==> config.mk <==
export PLATFORM = sky130hd
export DESIGN_NAME = segre_store_buffer
export DESIGN_NICKNAME = d
export VERILOG_FILES = /design/src/rtl/segre_store_buffer.sv
export SDC_FILE = /design/constraint.sdc
export NUM_CORES = 1
export LEC_CHECK = 0
export CORE_ASPECT_RATIO = 1.1
export CORE_MARGIN = 5
export CORE_UTILIZATION = 50
export CTS_CLUSTER_SIZE = 25
export DETAILED_ROUTE_END_ITERATION = 6
export DONT_BUFFER_PORTS = 1
export PLACE_DENSITY = 0.7
export SETUP_SLACK_MARGIN = 0.02
export SLEW_MARGIN = 20
export SYNTH_ARGS = -nofsm -noshare
export SYNTH_HDL_FRONTEND = slang
export SYNTH_SLANG_ARGS = --single-unit
==> constraint.sdc <==
create_clock -name clk_i -period 3.6 [get_ports clk_i]
set_input_delay 0.54 -clock clk_i [delete_from_list [all_inputs] [get_ports clk_i]]
set_output_delay 0.54 -clock clk_i [all_outputs]
set_load 0.05 [all_outputs]
==> src/rtl/segre_store_buffer.sv <==
`default_nettype none
// ============================================================================
// Module   : segre_store_buffer
// Purpose  : MEM-stage store FIFO that drains in program order into the data
//            cache write port and forwards buffered data to younger loads.
//            Optional store coalescing is enabled by defining SB_COALESCE_EN.
// Revision : 1.0 - initial release
// ============================================================================
module segre_store_buffer #(
    parameter int DEPTH  = 2,
    parameter int ADDR_W = 32,
    parameter int DATA_W = 32,
    localparam int BE_W  = DATA_W / 8
) (
    input  logic              clk_i,
    input  logic              rst_i,
    input  logic              push_i,
    input  logic [ADDR_W-1:0] push_addr_i,
    input  logic [DATA_W-1:0] push_data_i,
    input  logic [BE_W-1:0]   push_be_i,
    input  logic              ld_valid_i,
    input  logic [ADDR_W-1:0] ld_addr_i,
    input  logic [BE_W-1:0]   ld_be_i,
    output logic              ld_fwd_hit_o,
    output logic [DATA_W-1:0] ld_fwd_data_o,
    input  logic              flush_i,
    input  logic              dc_busy_i,
    output logic              dc_wr_req_o,
    output logic [ADDR_W-1:0] dc_wr_addr_o,
    output logic [DATA_W-1:0] dc_wr_data_o,
    output logic [BE_W-1:0]   dc_wr_be_o,
    input  logic              dc_wr_ack_i,
    output logic              full_o,
    output logic              empty_o,
    output logic              draining_o
);

    localparam int PTR_W = (DEPTH > 1) ? $clog2(DEPTH) : 1;
    localparam int CNT_W = $clog2(DEPTH + 1);
    localparam logic [ADDR_W-1:0] WORD_MASK = ~ADDR_W'(3);

    typedef enum logic [0:0] {
        ST_IDLE  = 1'b0,
        ST_DRAIN = 1'b1
    } state_e;

    logic [ADDR_W-1:0] addr_q [DEPTH];
    logic [DATA_W-1:0] data_q [DEPTH];
    logic [BE_W-1:0]   be_q   [DEPTH];

    state_e            state_q;
    logic [PTR_W-1:0]  head_q, head_d;
    logic [PTR_W-1:0]  tail_q, tail_d;
    logic [CNT_W-1:0]  count_q, count_d;

    logic              w_empty, w_full, w_draining;
    logic              w_req, w_ack, w_push_ok, w_merge, w_alloc, w_trigger;
    logic              w_fwd_match, w_ld_hit;
    logic [DATA_W-1:0] w_fwd_data;
    logic [BE_W-1:0]   w_fwd_be;

    assign w_empty    = (count_q == '0);
    assign w_full     = (count_q == CNT_W'(DEPTH));
    assign w_draining = (state_q == ST_DRAIN);

    assign w_req      = !w_empty && (w_draining || !dc_busy_i);
    assign w_ack      = dc_wr_ack_i && w_req;
    assign w_push_ok  = push_i && !w_draining;

    // Walk entries oldest to youngest so the youngest word match wins.
    always_comb begin
        logic [PTR_W-1:0] idx;
        w_fwd_match = 1'b0;
        w_fwd_data  = '0;
        w_fwd_be    = '0;
        idx         = '0;
        for (int k = 0; k < DEPTH; k++) begin
            idx = head_q + PTR_W'(k);
            if ((CNT_W'(k) < count_q) &&
                (((addr_q[idx] ^ ld_addr_i) & WORD_MASK) == '0)) begin
                w_fwd_match = 1'b1;
                w_fwd_data  = data_q[idx];
                w_fwd_be    = be_q[idx];
            end
        end
    end

    assign w_ld_hit = ld_valid_i && w_fwd_match && ((w_fwd_be & ld_be_i) == ld_be_i);

`ifdef SB_COALESCE_EN
    logic [PTR_W-1:0] w_young_idx;
    assign w_young_idx = tail_q - PTR_W'(1);
    // A head entry already offered to the cache must not change under it.
    assign w_merge = w_push_ok && !w_empty &&
                     (((addr_q[w_young_idx] ^ push_addr_i) & WORD_MASK) == '0) &&
                     !((count_q == CNT_W'(1)) && w_req);
`else
    assign w_merge = 1'b0;
`endif

    assign w_alloc   = w_push_ok && !w_merge && (!w_full || w_ack);
    assign w_trigger = (push_i && w_full && !w_ack && !w_merge) ||
                       (ld_valid_i && w_fwd_match && !w_ld_hit) ||
                       (flush_i && !w_empty);

    always_comb begin
        head_d  = head_q + PTR_W'(w_ack);
        tail_d  = tail_q + PTR_W'(w_alloc);
        count_d = count_q + CNT_W'(w_alloc) - CNT_W'(w_ack);
    end

    always_ff @(posedge clk_i or posedge rst_i) begin
        if (rst_i) begin
            state_q <= ST_IDLE;
            head_q  <= '0;
            tail_q  <= '0;
            count_q <= '0;
        end else begin
            head_q  <= head_d;
            tail_q  <= tail_d;
            count_q <= count_d;
            case (state_q)
                ST_IDLE:  if (w_trigger) state_q <= ST_DRAIN;
                ST_DRAIN: if (w_empty)   state_q <= ST_IDLE;
                default:                 state_q <= ST_IDLE;
            endcase
        end
    end

    always_ff @(posedge clk_i) begin
        if (w_alloc) begin
            addr_q[tail_q] <= push_addr_i;
            data_q[tail_q] <= push_data_i;
            be_q[tail_q]   <= push_be_i;
        end
`ifdef SB_COALESCE_EN
        if (w_merge) begin
            for (int b = 0; b < BE_W; b++) begin
                if (push_be_i[b]) begin
                    data_q[w_young_idx][8*b +: 8] <= push_data_i[8*b +: 8];
                end
            end
            be_q[w_young_idx] <= be_q[w_young_idx] | push_be_i;
        end
`endif
    end

    assign ld_fwd_hit_o  = w_ld_hit;
    assign ld_fwd_data_o = w_fwd_data;
    assign dc_wr_req_o   = w_req;
    assign dc_wr_addr_o  = w_empty ? '0 : addr_q[head_q];
    assign dc_wr_data_o  = w_empty ? '0 : data_q[head_q];
    assign dc_wr_be_o    = w_empty ? '0 : be_q[head_q];
    assign full_o        = w_full;
    assign empty_o       = w_empty;
    assign draining_o    = w_draining;

`ifndef SYNTHESIS
    a_no_push_while_draining: assert property (
        @(posedge clk_i) disable iff (rst_i) !(push_i && w_draining));
`endif

endmodule
`default_nettype wire
==> impl_summary.log, run 1 <==
[metrics] status: complete, but fails checks
[metrics] violated checks: setup timing
[metrics] Finish-stage setup viols: 37
[metrics] remaining global-route overflow: 0
[metrics] synthesized flop and latch total: between 100 and 150
[metrics] number of levels in the clock H-tree: 4
[metrics] worst slack after detailed placement: -222 ps
[metrics] nature of the critical path startpoint: register
[metrics] buffers from clock root to sink, at most: 2
[metrics] minimum clock period: 4140 ps
[metrics] sum of routed wire length over all layers: roughly 22,000 um
[metrics] post-DR wirelength/cell: 23.3 um
[metrics] Cells after Synth: about 580
[metrics] maximum number of pins on one net before global-route repair: 67
[metrics] initial detailed-routing violation count: about 380
[metrics] CTS tree: done
[metrics] pins over their slew limit: 0
[metrics] global-route wire length before repair: a little over 30,000 um
[metrics] post-synthesis instance area: between 7000 and 8000 um^2
[metrics] Die Footprint: 17,700 um^2
[metrics] area fraction of the dominant cell type after synthesis: 0.539
[metrics] capturing element type of the critical path: primary output
[metrics] Required @ worst endpoint: between 3000 and 4000 ps
[metrics] library cell with the largest summed area after synthesis: sky130_fd_sc_hd__edfxtp_1
[metrics] TritonCTS Sinks: 141
[metrics] hold violation count in the final report: 0
[metrics] fraction of layout cells with a size suffix above 1: 0.431
[metrics] Port-buffer cells: 0
[metrics] synthesized area divided by synthesized cell count: about 13 um^2
[metrics] y dimension of the die: approximately 140 um
[metrics] gpl congestion: about 0.89
[metrics] standard-cell row count: 47
[metrics] critical path class: reg2out
[metrics] most area-consuming cells after synthesis: sky130_fd_sc_hd__edfxtp_1 54%, sky130_fd_sc_hd__mux2i_1 12%, sky130_fd_sc_hd__xnor2_1 4.2%
[metrics] area inside the core boundary: ~15,000 um^2
[metrics] cell with the most instances after synthesis: sky130_fd_sc_hd__edfxtp_1
[metrics] Detailed Routing Iterations Pass 1: 4
[metrics] Worst-Margin Slew: roughly 880 ps
[metrics] Top Ports: roughly 220
[metrics] root buffer cell: sky130_fd_sc_hd__clkbuf_16
[metrics] async set-reset flop share out of synthesis: 0.0355
[metrics] headroom to the max-slew limit: 0.410
[metrics] Die X-Extent: about 130 um
[metrics] instance area at placement: 9260 um^2
[metrics] min-delay worst type: in2reg
[metrics] Via Count: ~5.5k
[metrics] Post-Syn Nets: about 690
[metrics] number of clock buffers inserted by TritonCTS: 17
[metrics] max-cap violation count: 0
[metrics] WP data arrival: roughly 3600 ps
[metrics] post-CTS clock slew at the launch and capture registers of the worst setup and hold paths: about 60 ps
[metrics] Worst Slack Setup Final: -536 ps
[metrics] number of antenna-violating nets in the routed design: 0
[metrics] most common flop cell mapped by yosys: sky130_fd_sc_hd__edfxtp_1
[metrics] count of unresolved DRC violations after routing: 0
[metrics] unrepaired setup endpoints after global routing: true
[metrics] signed area change from the synthesized netlist to the final layout: 43.2%
[metrics] detailed-route vias per instance: roughly 5.9
[metrics] P_leak: between 3 and 4 nW
[metrics] initial antenna violation count: 0
[metrics] Clock Latency Late Sink: roughly 420 ps
[metrics] Detail Placement HPWL: around 14,000 um
[metrics] number of global-route vias before repair: about 5.7k
[metrics] number of warnings reported in the yosys synthesis log: 0
[metrics] CP Max Fanout: 13
[metrics] largest voltage drop on the vdd net: ~0.62 mV
[metrics] total track usage: 0.225
[metrics] Final Cycle Share: 1.15
[metrics] number of inserted diodes: 0
[metrics] fmax: about 240 MHz
[metrics] number of distinct library cell variants in the gate-level netlist after synthesis: 40
[metrics] Net count, final: 846
[metrics] Worst Clk Skew: ~3.6 ps
[metrics] EDFF count, synth: between 100 and 150
[metrics] power density relative to cell area: 992 nW/um^2
[metrics] sequential fraction of the synthesis area: 0.556
[metrics] final instance area: approximately 11,000 um^2
[metrics] Initial Util: 0.507
[metrics] ranking of synthesized cells by instance count: 136 x sky130_fd_sc_hd__edfxtp_1, 90 x sky130_fd_sc_hd__mux2i_1, 69 x sky130_fd_sc_hd__nor2_1
worst paths after layout:
path	start	to	slack [ps]	cells past startpoint
worst max-delay path	head_q	ld_fwd_data_o[30]	-540	13
worst min-delay path	push_data_i[15]	data_q[1][15]	210	0
worst max register to register	head_q	draining_o	430	14
worst min register to register	tail_q	tail_q	710	3
max in group asynchronous	rst_i	head_q	2940	2
min in group asynchronous	rst_i	head_q	460	2
per-stage QoR:
step           instances  utilization  setup TNS [ps]  hold slack (ps)  total power [mW]
2_1_floorplan        577            -          -86990              319              6.50
3_3_place_gp         870        0.620           -3610              332              8.47
3_5_place_dp         870        0.620           -5410              343              8.60
4_1_cts              908        0.680          -14540              199              10.3
5_1_grt              939        0.726          -20570              193              11.2
6_report             939        0.726          -16070              211              10.8
repair_timing:
action	4_1_cts	5_1_grt
hold buffers	1	0
pin swaps	11	29
gates cloned	2	8
buffers inserted	5	23
endpoints found under the hold margin	5	0
resized for setup	43	49
endpoints found under the setup margin	38	51
placed cells by master, fill, tap and decap left out, drive strengths merged, types with 6 or more instances in the layout:
cell / instances
and2: 6
clkbuf: 25
xor2: 27
clkinv: 10
buf: 169
xnor2: 36
nor4: 9
a22oi: 31
a21oi: 33
nand4: 14
mux2i: 94
edfxtp: 136
a221oi: 31
nor2: 69
logic make-up (layout without fill, tap and decap cells):
| family | Yosys count | after routing | synth area share |
|---|---|---|---|
| DFF | 141 | 141 | 0.556 |
| xor gates and xnor gates | 63 | 63 | 0.0728 |
| muxes | 95 | 95 | 0.128 |
| AOI/OAI and AO/OA | 108 | 108 | 0.117 |
| adders and majority gates | 3 | 3 | 0.00496 |
| and+or+nand+nor | 119 | 120 | 0.0776 |
| buffers and inverters | 48 | 213 | 0.0438 |
worst max-delay path: stages (launching register included):
cell	delay, ps
sky130_fd_sc_hd__dfrtp_4	480
sky130_fd_sc_hd__buf_12	160
sky130_fd_sc_hd__buf_12	150
sky130_fd_sc_hd__mux2i_4	180
sky130_fd_sc_hd__xor2_1	220
sky130_fd_sc_hd__nand4_1	130
sky130_fd_sc_hd__or4_4	550
sky130_fd_sc_hd__or2_4	260
sky130_fd_sc_hd__and2_4	180
sky130_fd_sc_hd__buf_12	140
sky130_fd_sc_hd__clkbuf_16	170
sky130_fd_sc_hd__a221oi_4	250
sky130_fd_sc_hd__a21oi_2	90
sky130_fd_sc_hd__buf_12	190
per-layer routing:
metal | vias to the layer above | wire (um) | global-route usage
met5 | - | 0 | 0
met4 | 0 | 583 | 0.0830
met3 | 34 | 2020 | 0.0928
met2 | 218 | 11500 | 0.386
met1 | 2717 | 7780 | 0.249
li1 | 2530 | - | -
registers in the layout (all words and copies together), names as in the netlist:
signal and count:
tail_q 1, be_q 8, draining_o 1, count_q 2, data_q 64, addr_q 64, head_q 1
where the power goes:
group          internal, mW  total [mW]  switching (mW)
Clock                 0.920        1.55           0.629
Sequential             2.11        2.35           0.235
Combinational          2.63        6.87            4.24
Total                  5.67        10.8            5.10
cell type report:
type	count	area, um^2
clock buffer	18	429
clock inverter	12	81.3
fill	939	4090
inverter	5	18.8
multi-input combinational	389	3710
sequential	141	4210
tap	196	245
timing repair buffer	178	2150
(Power assumes the default switching activity.)
==> run 2: changes to the inputs <==
Settings changed: GPL_ROUTABILITY_DRIVEN from default to 0.
Clock period 3.6 ns to 5.2 ns, I/O delays scaled along.
==> run 2 against run 1 <==
Against the previous run: the run now ends clean; sequential share of layout area is 11 points higher; clock skew is 3.8 ps higher; register-to-register slack better by 1300 ps; first-iteration DRC count decreased by 22%; non-clock buffer count decreased by 138; power is 44% lower; routed wire length decreased by 20%; cell count shrank 14%; sequential power decreased by 32%; critical path type unchanged; critical endpoint is now ld_fwd_data_o[18]; largest cell class unchanged.
==> impl_summary.log, run 2 (same netlist as run 1, synthesis figures left out) <==
[metrics] unrepaired setup endpoints after global routing: false (was true)
[metrics] number of levels in the clock H-tree: 4 (unchanged)
[metrics] beginning of the critical path: head_q (unchanged)
[metrics] minimum clock period: between 4000 and 5000 ps
[metrics] status: finished clean (was complete, but fails checks)
[metrics] pins over their slew limit: 0 (unchanged)
[metrics] commonest non-fill, non-tap cells in the layout: 136 x sky130_fd_sc_hd__edfxtp_1, 90 x sky130_fd_sc_hd__mux2i_1, 67 x sky130_fd_sc_hd__nor2_1 (was 136 x sky130_fd_sc_hd__edfxtp_1, 111 x sky130_fd_sc_hd__buf_4, 80 x sky130_fd_sc_hd__mux2i_1)
[metrics] met2 usage: 0.329 (was 0.386)
[metrics] Reg2Reg Capture Point: data_q[0][14] (was draining_o)
[metrics] Worst-Margin Slew: 1060 ps (was 885 ps)
[metrics] Die Footprint: 17,700 um^2 (unchanged)
[metrics] nature of the critical path startpoint: register (unchanged)
[metrics] Die X-Extent: 127 um (unchanged)
[metrics] source of the worst register-to-register timing path: count_q[1] (was head_q)
[metrics] WP data arrival: 4060 ps (was 3600 ps)
[metrics] sum of routed wire length over all layers: 17,500 um (was 21,900 um)
[metrics] number of inserted diodes: 0 (unchanged)
[metrics] total design power: 6.07 mW (was 10.8 mW)
[metrics] headroom to the max-slew limit: 0.296 (was 0.410)
[metrics] Port-buffer cells: 0 (unchanged)
[metrics] post-CTS clock slew at the launch and capture registers of the worst setup and hold paths: 60 ps (about the same)
[metrics] Top Ports: 216 (unchanged)
[metrics] standard-cell row count: 47 (unchanged)
[metrics] Net count, final: 708 (was 846)
[metrics] Via Count: 4,878 (was 5,499)
[metrics] fraction of met3 tracks used by global routing: 0.0994 (was 0.0928)
[metrics] Clock Latency Late Sink: 410 ps (was 420 ps)
[metrics] critical path class: reg2out (unchanged)
[metrics] capturing element type of the critical path: primary output (unchanged)
[metrics] instance area at placement: 7890 um^2 (was 9260 um^2)
[metrics] Finish-stage setup viols: 0 (was 37)
[metrics] number of clock buffers inserted by TritonCTS: 17 (unchanged)
[metrics] final instance area: 8490 um^2 (was 10,800 um^2)
[metrics] hold violation count in the final report: 0 (unchanged)
[metrics] Detailed Routing Iterations Pass 1: 5 (was 4)
[metrics] remaining global-route overflow: 0 (unchanged)
[metrics] fraction of layout cells with a size suffix above 1: 0.181 (was 0.431)
[metrics] total track usage: 0.195 (was 0.225)
[metrics] accumulated negative setup slack: 0 ps (was -16,070 ps)
[metrics] Initial Util: 0.507 (unchanged)
[metrics] TritonCTS Sinks: 141 (unchanged)
[metrics] number of global-route vias before repair: 5,150 (was 5,662)
[metrics] FF-to-FF setup slack: 1760 ps (was 430 ps)
[metrics] gr busiest metal: met2 (unchanged)
[metrics] CP Max Fanout: 61 (was 13)
[metrics] initial detailed-routing violation count: 298 (was 384)
[metrics] Cell Count, Final, Fillers Out: 803 (was 939)
[metrics] Required @ worst endpoint: 4420 ps (was 3060 ps)
[metrics] P_leak: 2.98 nW (was 3.98 nW)
[metrics] buffers from clock root to sink, at most: 2 (unchanged)
[metrics] fmax: a little over 200 MHz
[metrics] power density relative to cell area: 715 nW/um^2 (was 992 nW/um^2)
[metrics] placed insts: 770 (was 870)
[metrics] maximum number of pins on one net before global-route repair: 93 (was 67)
[metrics] met1 track demand over resource in global routing: 0.203 (was 0.249)
[metrics] max-cap violation count: 0 (unchanged)
[metrics] y dimension of the die: 139 um (unchanged)
[metrics] number of antenna-violating nets in the routed design: 0 (unchanged)
[metrics] largest registers in the final layout: addr_q: 64 flops, data_q: 64 flops, be_q: 8 flops (unchanged)
[metrics] signed area change from the synthesized netlist to the final layout: 12.0% (was 43.2%)
[metrics] count of unresolved DRC violations after routing: 0 (unchanged)
[metrics] detailed-route vias per instance: 6.07 (was 5.86)
[metrics] CTS tree: done (unchanged)
[metrics] area inside the core boundary: 14,900 um^2 (unchanged)
[metrics] Detail Placement HPWL: 11,800 um (was 14,200 um)
[metrics] number of cells on the worst reg-to-reg path: 7 (was 14)
[metrics] Final Cycle Share: 0.931
[metrics] initial antenna violation count: 0 (unchanged)
[metrics] hold-fix buffer count after cts: 0 (was 1)
[metrics] root buffer cell: sky130_fd_sc_hd__clkbuf_16 (unchanged)
[metrics] min-delay worst type: in2async (was in2reg)
[metrics] fill cell instance count of the final layout: 1,245 (was 939)
[metrics] commonest non-fill, non-tap cell in the layout: sky130_fd_sc_hd__edfxtp_1 (unchanged)
[metrics] post-DR wirelength/cell: 21.8 um (was 23.3 um)
[metrics] global-route wire length before repair: 27,000 um (was 30,700 um)
[metrics] largest voltage drop on the vdd net: 0.403 mV (was 0.620 mV)
[metrics] Worst Clk Skew: 7.37 ps (was 3.55 ps)
run 2: cell count changes in the layout (fill, tap and decap cells not counted), moves of 6 or more:
cell | previous run | this run
sky130_fd_sc_hd__clkbuf_16 | 23 | 17
sky130_fd_sc_hd__a21oi_2 | 31 | 2
sky130_fd_sc_hd__buf_4 | 111 | 37
sky130_fd_sc_hd__buf_12 | 47 | 3
sky130_fd_sc_hd__buf_6 | 6 | 0
sky130_fd_sc_hd__a221oi_2 | 14 | 1
sky130_fd_sc_hd__mux2i_1 | 80 | 90
sky130_fd_sc_hd__a221oi_4 | 17 | 0
sky130_fd_sc_hd__a21oi_1 | 2 | 31
sky130_fd_sc_hd__a221oi_1 | 0 | 30
run 2: power by group:
part	switching (mW)	internal, mW	leakage, nW
clock network	0.442	0.743	0.283
registers	0.135	1.47	1.29
logic	2.53	0.755	1.40
total	3.10	2.96	2.98
run 2: metrics by stage:
| stage | hold WS (ps) | setup WS [ps] | util |
|---|---|---|---|
| 2_1_floorplan | 559 | 960 | - |
| 3_3_place_gp | 579 | 784 | 0.528 |
| 3_5_place_dp | 580 | 701 | 0.528 |
| 4_1_cts | 129 | 258 | 0.568 |
| 5_1_grt | 135 | 61.9 | 0.568 |
| 6_report | 148 | 357 | 0.568 |
run 2: final cells by class:
cell class / instances / area (um^2) / area share
flip-flops and latches: 141 / 4210 / 0.496
multi-input cells: 389 / 3080 / 0.363
clock buffers: 22 / 474 / 0.0559
repair buffers: 40 / 338 / 0.0398
well taps: 196 / 245 / 0.0289
clock inverters: 10 / 115 / 0.0136
inverters: 5 / 18.8 / 0.00221
run 2: routing by layer:
layer  up-vias  share of wire  routed length (um)
met4         0          0.027                 471
met5         -              0                   0
met3        32           0.10                1830
met2       192           0.51                9010
li1       2249              -                   -
met1      2405           0.35                6230
run 2: what timing repair did:
action / in CTS / in global routing
buffers inserted: 0 / 0
endpoints found under the setup margin: 0 / 10
gates resized for setup: 0 / 0
run 2: critical path, stage by stage, from the launching register on:
cell                       delay [ps]
sky130_fd_sc_hd__dfrtp_4          420
sky130_fd_sc_hd__buf_12           350
sky130_fd_sc_hd__mux2i_2          310
sky130_fd_sc_hd__xnor2_1          110
sky130_fd_sc_hd__nor4_2           330
sky130_fd_sc_hd__nand4_1          230
sky130_fd_sc_hd__nor4_4           650
sky130_fd_sc_hd__and2_4           440
sky130_fd_sc_hd__buf_12           230
sky130_fd_sc_hd__a221oi_1         100
sky130_fd_sc_hd__a21oi_1          190
sky130_fd_sc_hd__buf_4            230
run 2: worst max path at each step:
stage                              to  slack, ps  cells after the start
finish              ld_fwd_data_o[18]        360                     11
global route        ld_fwd_data_o[16]         60                     11
CTS                 ld_fwd_data_o[16]        260                     11
detailed placement  ld_fwd_data_o[16]        700                     11
global placement    ld_fwd_data_o[13]        780                     11
floorplan                addr_q[1][0]        960                      5
==> run 3: changes to the inputs <==
Settings changed: TNS_END_PERCENT from default to 100.
Clock period 5.2 ns to 5.1 ns, I/O delays scaled along.
==> run 3 against run 2 <==
Against the previous run: clock power is 14% higher; clock skew is 2.5 ps higher; critical path type unchanged; critical path depth unchanged; sequential share of layout area is 0.47 points lower; register-to-register slack better by 120 ps; first-iteration DRC count shrank 6.4%.
==> impl_summary.log, run 3 (same netlist as run 1, synthesis figures left out) <==
[metrics] standard-cell row count: 47 (unchanged)
[metrics] number of antenna-violating nets in the routed design: 0 (unchanged)
[metrics] buffers from clock root to sink, at most: 2 (unchanged)
[metrics] hold-fix buffer count after cts: 0 (unchanged)
[metrics] Via Count: 4,885 (was 4,878)
[metrics] switching power share of the total: 0.499 (was 0.512)
[metrics] instance area at placement: 7900 um^2 (was 7890 um^2)
[metrics] switching power total: 3.17 mW (was 3.10 mW)
[metrics] sum of routed wire length over all layers: 17,600 um (was 17,500 um)
[metrics] post-CTS clock slew at the launch and capture registers of the worst setup and hold paths: 60 ps (about the same)
[metrics] unrepaired setup endpoints after global routing: false (unchanged)
[metrics] fmax: around 210 MHz
[metrics] Finish-stage setup viols: 0 (unchanged)
[metrics] cell-internal power: 3.19 mW (was 2.96 mW)
[metrics] initial detailed-routing violation count: 279 (was 298)
[metrics] CTS tree: done (unchanged)
[metrics] root buffer cell: sky130_fd_sc_hd__clkbuf_16 (unchanged)
[metrics] Initial Util: 0.507 (unchanged)
[metrics] global-route wire length before repair: 26,700 um (was 27,000 um)
[metrics] count of unresolved DRC violations after routing: 0 (unchanged)
[metrics] capturing element type of the critical path: primary output (unchanged)
[metrics] Detail Placement HPWL: 12,200 um (was 11,800 um)
[metrics] TritonCTS Sinks: 141 (unchanged)
[metrics] source of the worst register-to-register timing path: count_q[1] (unchanged)
[metrics] status: finished clean (unchanged)
[metrics] FF-to-FF setup slack: 1880 ps (was 1760 ps)
[metrics] final instance area: 8570 um^2 (was 8490 um^2)
[metrics] number of inserted diodes: 0 (unchanged)
[metrics] Gate power share: 0.529 (was 0.541)
[metrics] remaining global-route overflow: 0 (unchanged)
[metrics] Cell Count, Final, Fillers Out: 807 (was 803)
[metrics] maximum number of pins on one net before global-route repair: 93 (unchanged)
[metrics] total track usage: 0.192 (was 0.195)
[metrics] post-DR wirelength/cell: 21.8 um (about the same)
[metrics] power density relative to cell area: 742 nW/um^2 (was 715 nW/um^2)
[metrics] initial antenna violation count: 0 (unchanged)
[metrics] number of clock buffers inserted by TritonCTS: 17 (unchanged)
[metrics] largest voltage drop on the vdd net: 0.444 mV (was 0.403 mV)
[metrics] pins over their slew limit: 0 (unchanged)
[metrics] fraction of layout cells with a size suffix above 1: 0.183 (was 0.181)
[metrics] Port-buffer cells: 0 (unchanged)
[metrics] P_leak: 3.04 nW (was 2.98 nW)
[metrics] number of global-route vias before repair: 5,053 (was 5,150)
[metrics] commonest non-fill, non-tap cells in the layout: 136 x sky130_fd_sc_hd__edfxtp_1, 90 x sky130_fd_sc_hd__mux2i_1, 67 x sky130_fd_sc_hd__nor2_1 (unchanged)
[metrics] post-CTS sizing: 0 (unchanged)
[metrics] min-delay worst type: in2async (unchanged)
[metrics] Reg2Reg Capture Point: addr_q[0][31] (was data_q[0][14])
[metrics] number of cells on the worst reg-to-reg path: 7 (unchanged)
[metrics] detailed-route vias per instance: 6.05 (was 6.07)
[metrics] minimum clock period: ~4800 ps
[metrics] commonest non-fill, non-tap cell in the layout: sky130_fd_sc_hd__edfxtp_1 (unchanged)
[metrics] nature of the critical path startpoint: register (unchanged)
[metrics] CP Max Fanout: 61 (unchanged)
[metrics] accumulated negative setup slack: 0 ps (unchanged)
[metrics] Worst Clk Skew: 9.89 ps (was 7.37 ps)
[metrics] y dimension of the die: 139 um (unchanged)
[metrics] Required @ worst endpoint: 4340 ps (was 4420 ps)
[metrics] Clock Power Share: 0.215 (was 0.195)
[metrics] WP data arrival: 4010 ps (was 4060 ps)
[metrics] share of the core filled with cells: 0.574 (was 0.568)
[metrics] Clock Latency Late Sink: 410 ps (about the same)
[metrics] fill cell instance count of the final layout: 1,208 (was 1,245)
[metrics] Top Ports: 216 (unchanged)
[metrics] signed area change from the synthesized netlist to the final layout: 13.1% (was 12.0%)
[metrics] max-cap violation count: 0 (unchanged)
[metrics] Detailed Routing Iterations Pass 1: 4 (was 5)
[metrics] Final Cycle Share: 0.936
[metrics] number of levels in the clock H-tree: 4 (unchanged)
[metrics] Net count, final: 712 (was 708)
[metrics] placed insts: 773 (was 770)
[metrics] Die X-Extent: 127 um (unchanged)
[metrics] area inside the core boundary: 14,900 um^2 (unchanged)
[metrics] critical path class: reg2out (unchanged)
[metrics] Seq pwr share: 0.257 (was 0.264)
[metrics] Die Footprint: 17,700 um^2 (unchanged)
[metrics] Worst-Margin Slew: 1050 ps (was 1060 ps)
[metrics] headroom to the max-slew limit: 0.300 (was 0.296)
[metrics] hold violation count in the final report: 0 (unchanged)
[metrics] largest registers in the final layout: addr_q: 64 flops, data_q: 64 flops, be_q: 8 flops (unchanged)
run 3: changes by cell type in the layout (fill, tap and decap cells not counted), sizes merged:
cell,change
buf,+4
bufinv,+4
clkbuf,-2
clkinvlp,-3
clkinv,+1
run 3: worst max path at each step:
stage | from | end | slack [ps] | depth (start not counted)
after floorplan | draining_o | addr_q[1][0] | 860 | 5
after global placement | head_q | ld_fwd_data_o[13] | 660 | 11
after detailed placement | head_q | ld_fwd_data_o[23] | 600 | 11
after CTS | head_q | ld_fwd_data_o[13] | 130 | 11
after global routing | head_q | ld_fwd_data_o[14] | 70 | 11
final | head_q | ld_fwd_data_o[6] | 330 | 11
run 3: stage by stage:
stage | worst slack [ps] | total power [mW] | hold slack (ps)
2_1_floorplan | 860 | 4.52 | 544
3_3_place_gp | 661 | 4.99 | 561
3_5_place_dp | 600 | 5.04 | 575
4_1_cts | 133 | 6.41 | 126
5_1_grt | 71.2 | 6.64 | 135
6_report | 326 | 6.36 | 133
run 3: worst max-delay path: stages, from the launching register on:
cell                       delay (ps)
sky130_fd_sc_hd__dfrtp_4          420
sky130_fd_sc_hd__buf_12           350
sky130_fd_sc_hd__mux2i_1          270
sky130_fd_sc_hd__xor2_1           210
sky130_fd_sc_hd__nand4_1          160
sky130_fd_sc_hd__or4_1            620
sky130_fd_sc_hd__or2_2            410
sky130_fd_sc_hd__and2_4           260
sky130_fd_sc_hd__buf_4            230
sky130_fd_sc_hd__a221oi_1         310
sky130_fd_sc_hd__a21oi_1           70
sky130_fd_sc_hd__buf_4            240
run 3: power by group through the flow:
stage                     registers, mW  logic, mW  clock network (mW)
after floorplan                    1.61       2.90                   0
after global placement             1.64       3.35                   0
after detailed placement           1.66       3.38                   0
after CTS                          1.63       3.39                1.39
after global routing               1.65       3.54                1.45
final                              1.63       3.36                1.36
run 3: area by class of cell:
cell class	instances	area, um^2	area share
Clock buffer	20	437	0.0510
Clock inverter	12	216	0.0253
Inverter	5	18.8	0.00219
Multi-Input combinational cell	389	3080	0.360
Sequential cell	141	4210	0.492
Tap cell	196	245	0.0286
Timing Repair Buffer	44	355	0.0415
run 3: per-layer routing:
layer  global-route usage  share of wire  vias to the layer above
met5                    0              0                        -
met4               0.0610          0.016                        0
met3               0.0901           0.10                       30
met2                0.342           0.52                      200
met1                0.199           0.36                     2404
li1                     -              -                     2251
run 3: timing repair:
item                                   4_1_cts  5_1_grt
setup endpoints to repair                    0       20
endpoints found under the hold margin        0        0
setup buffers                                0        1
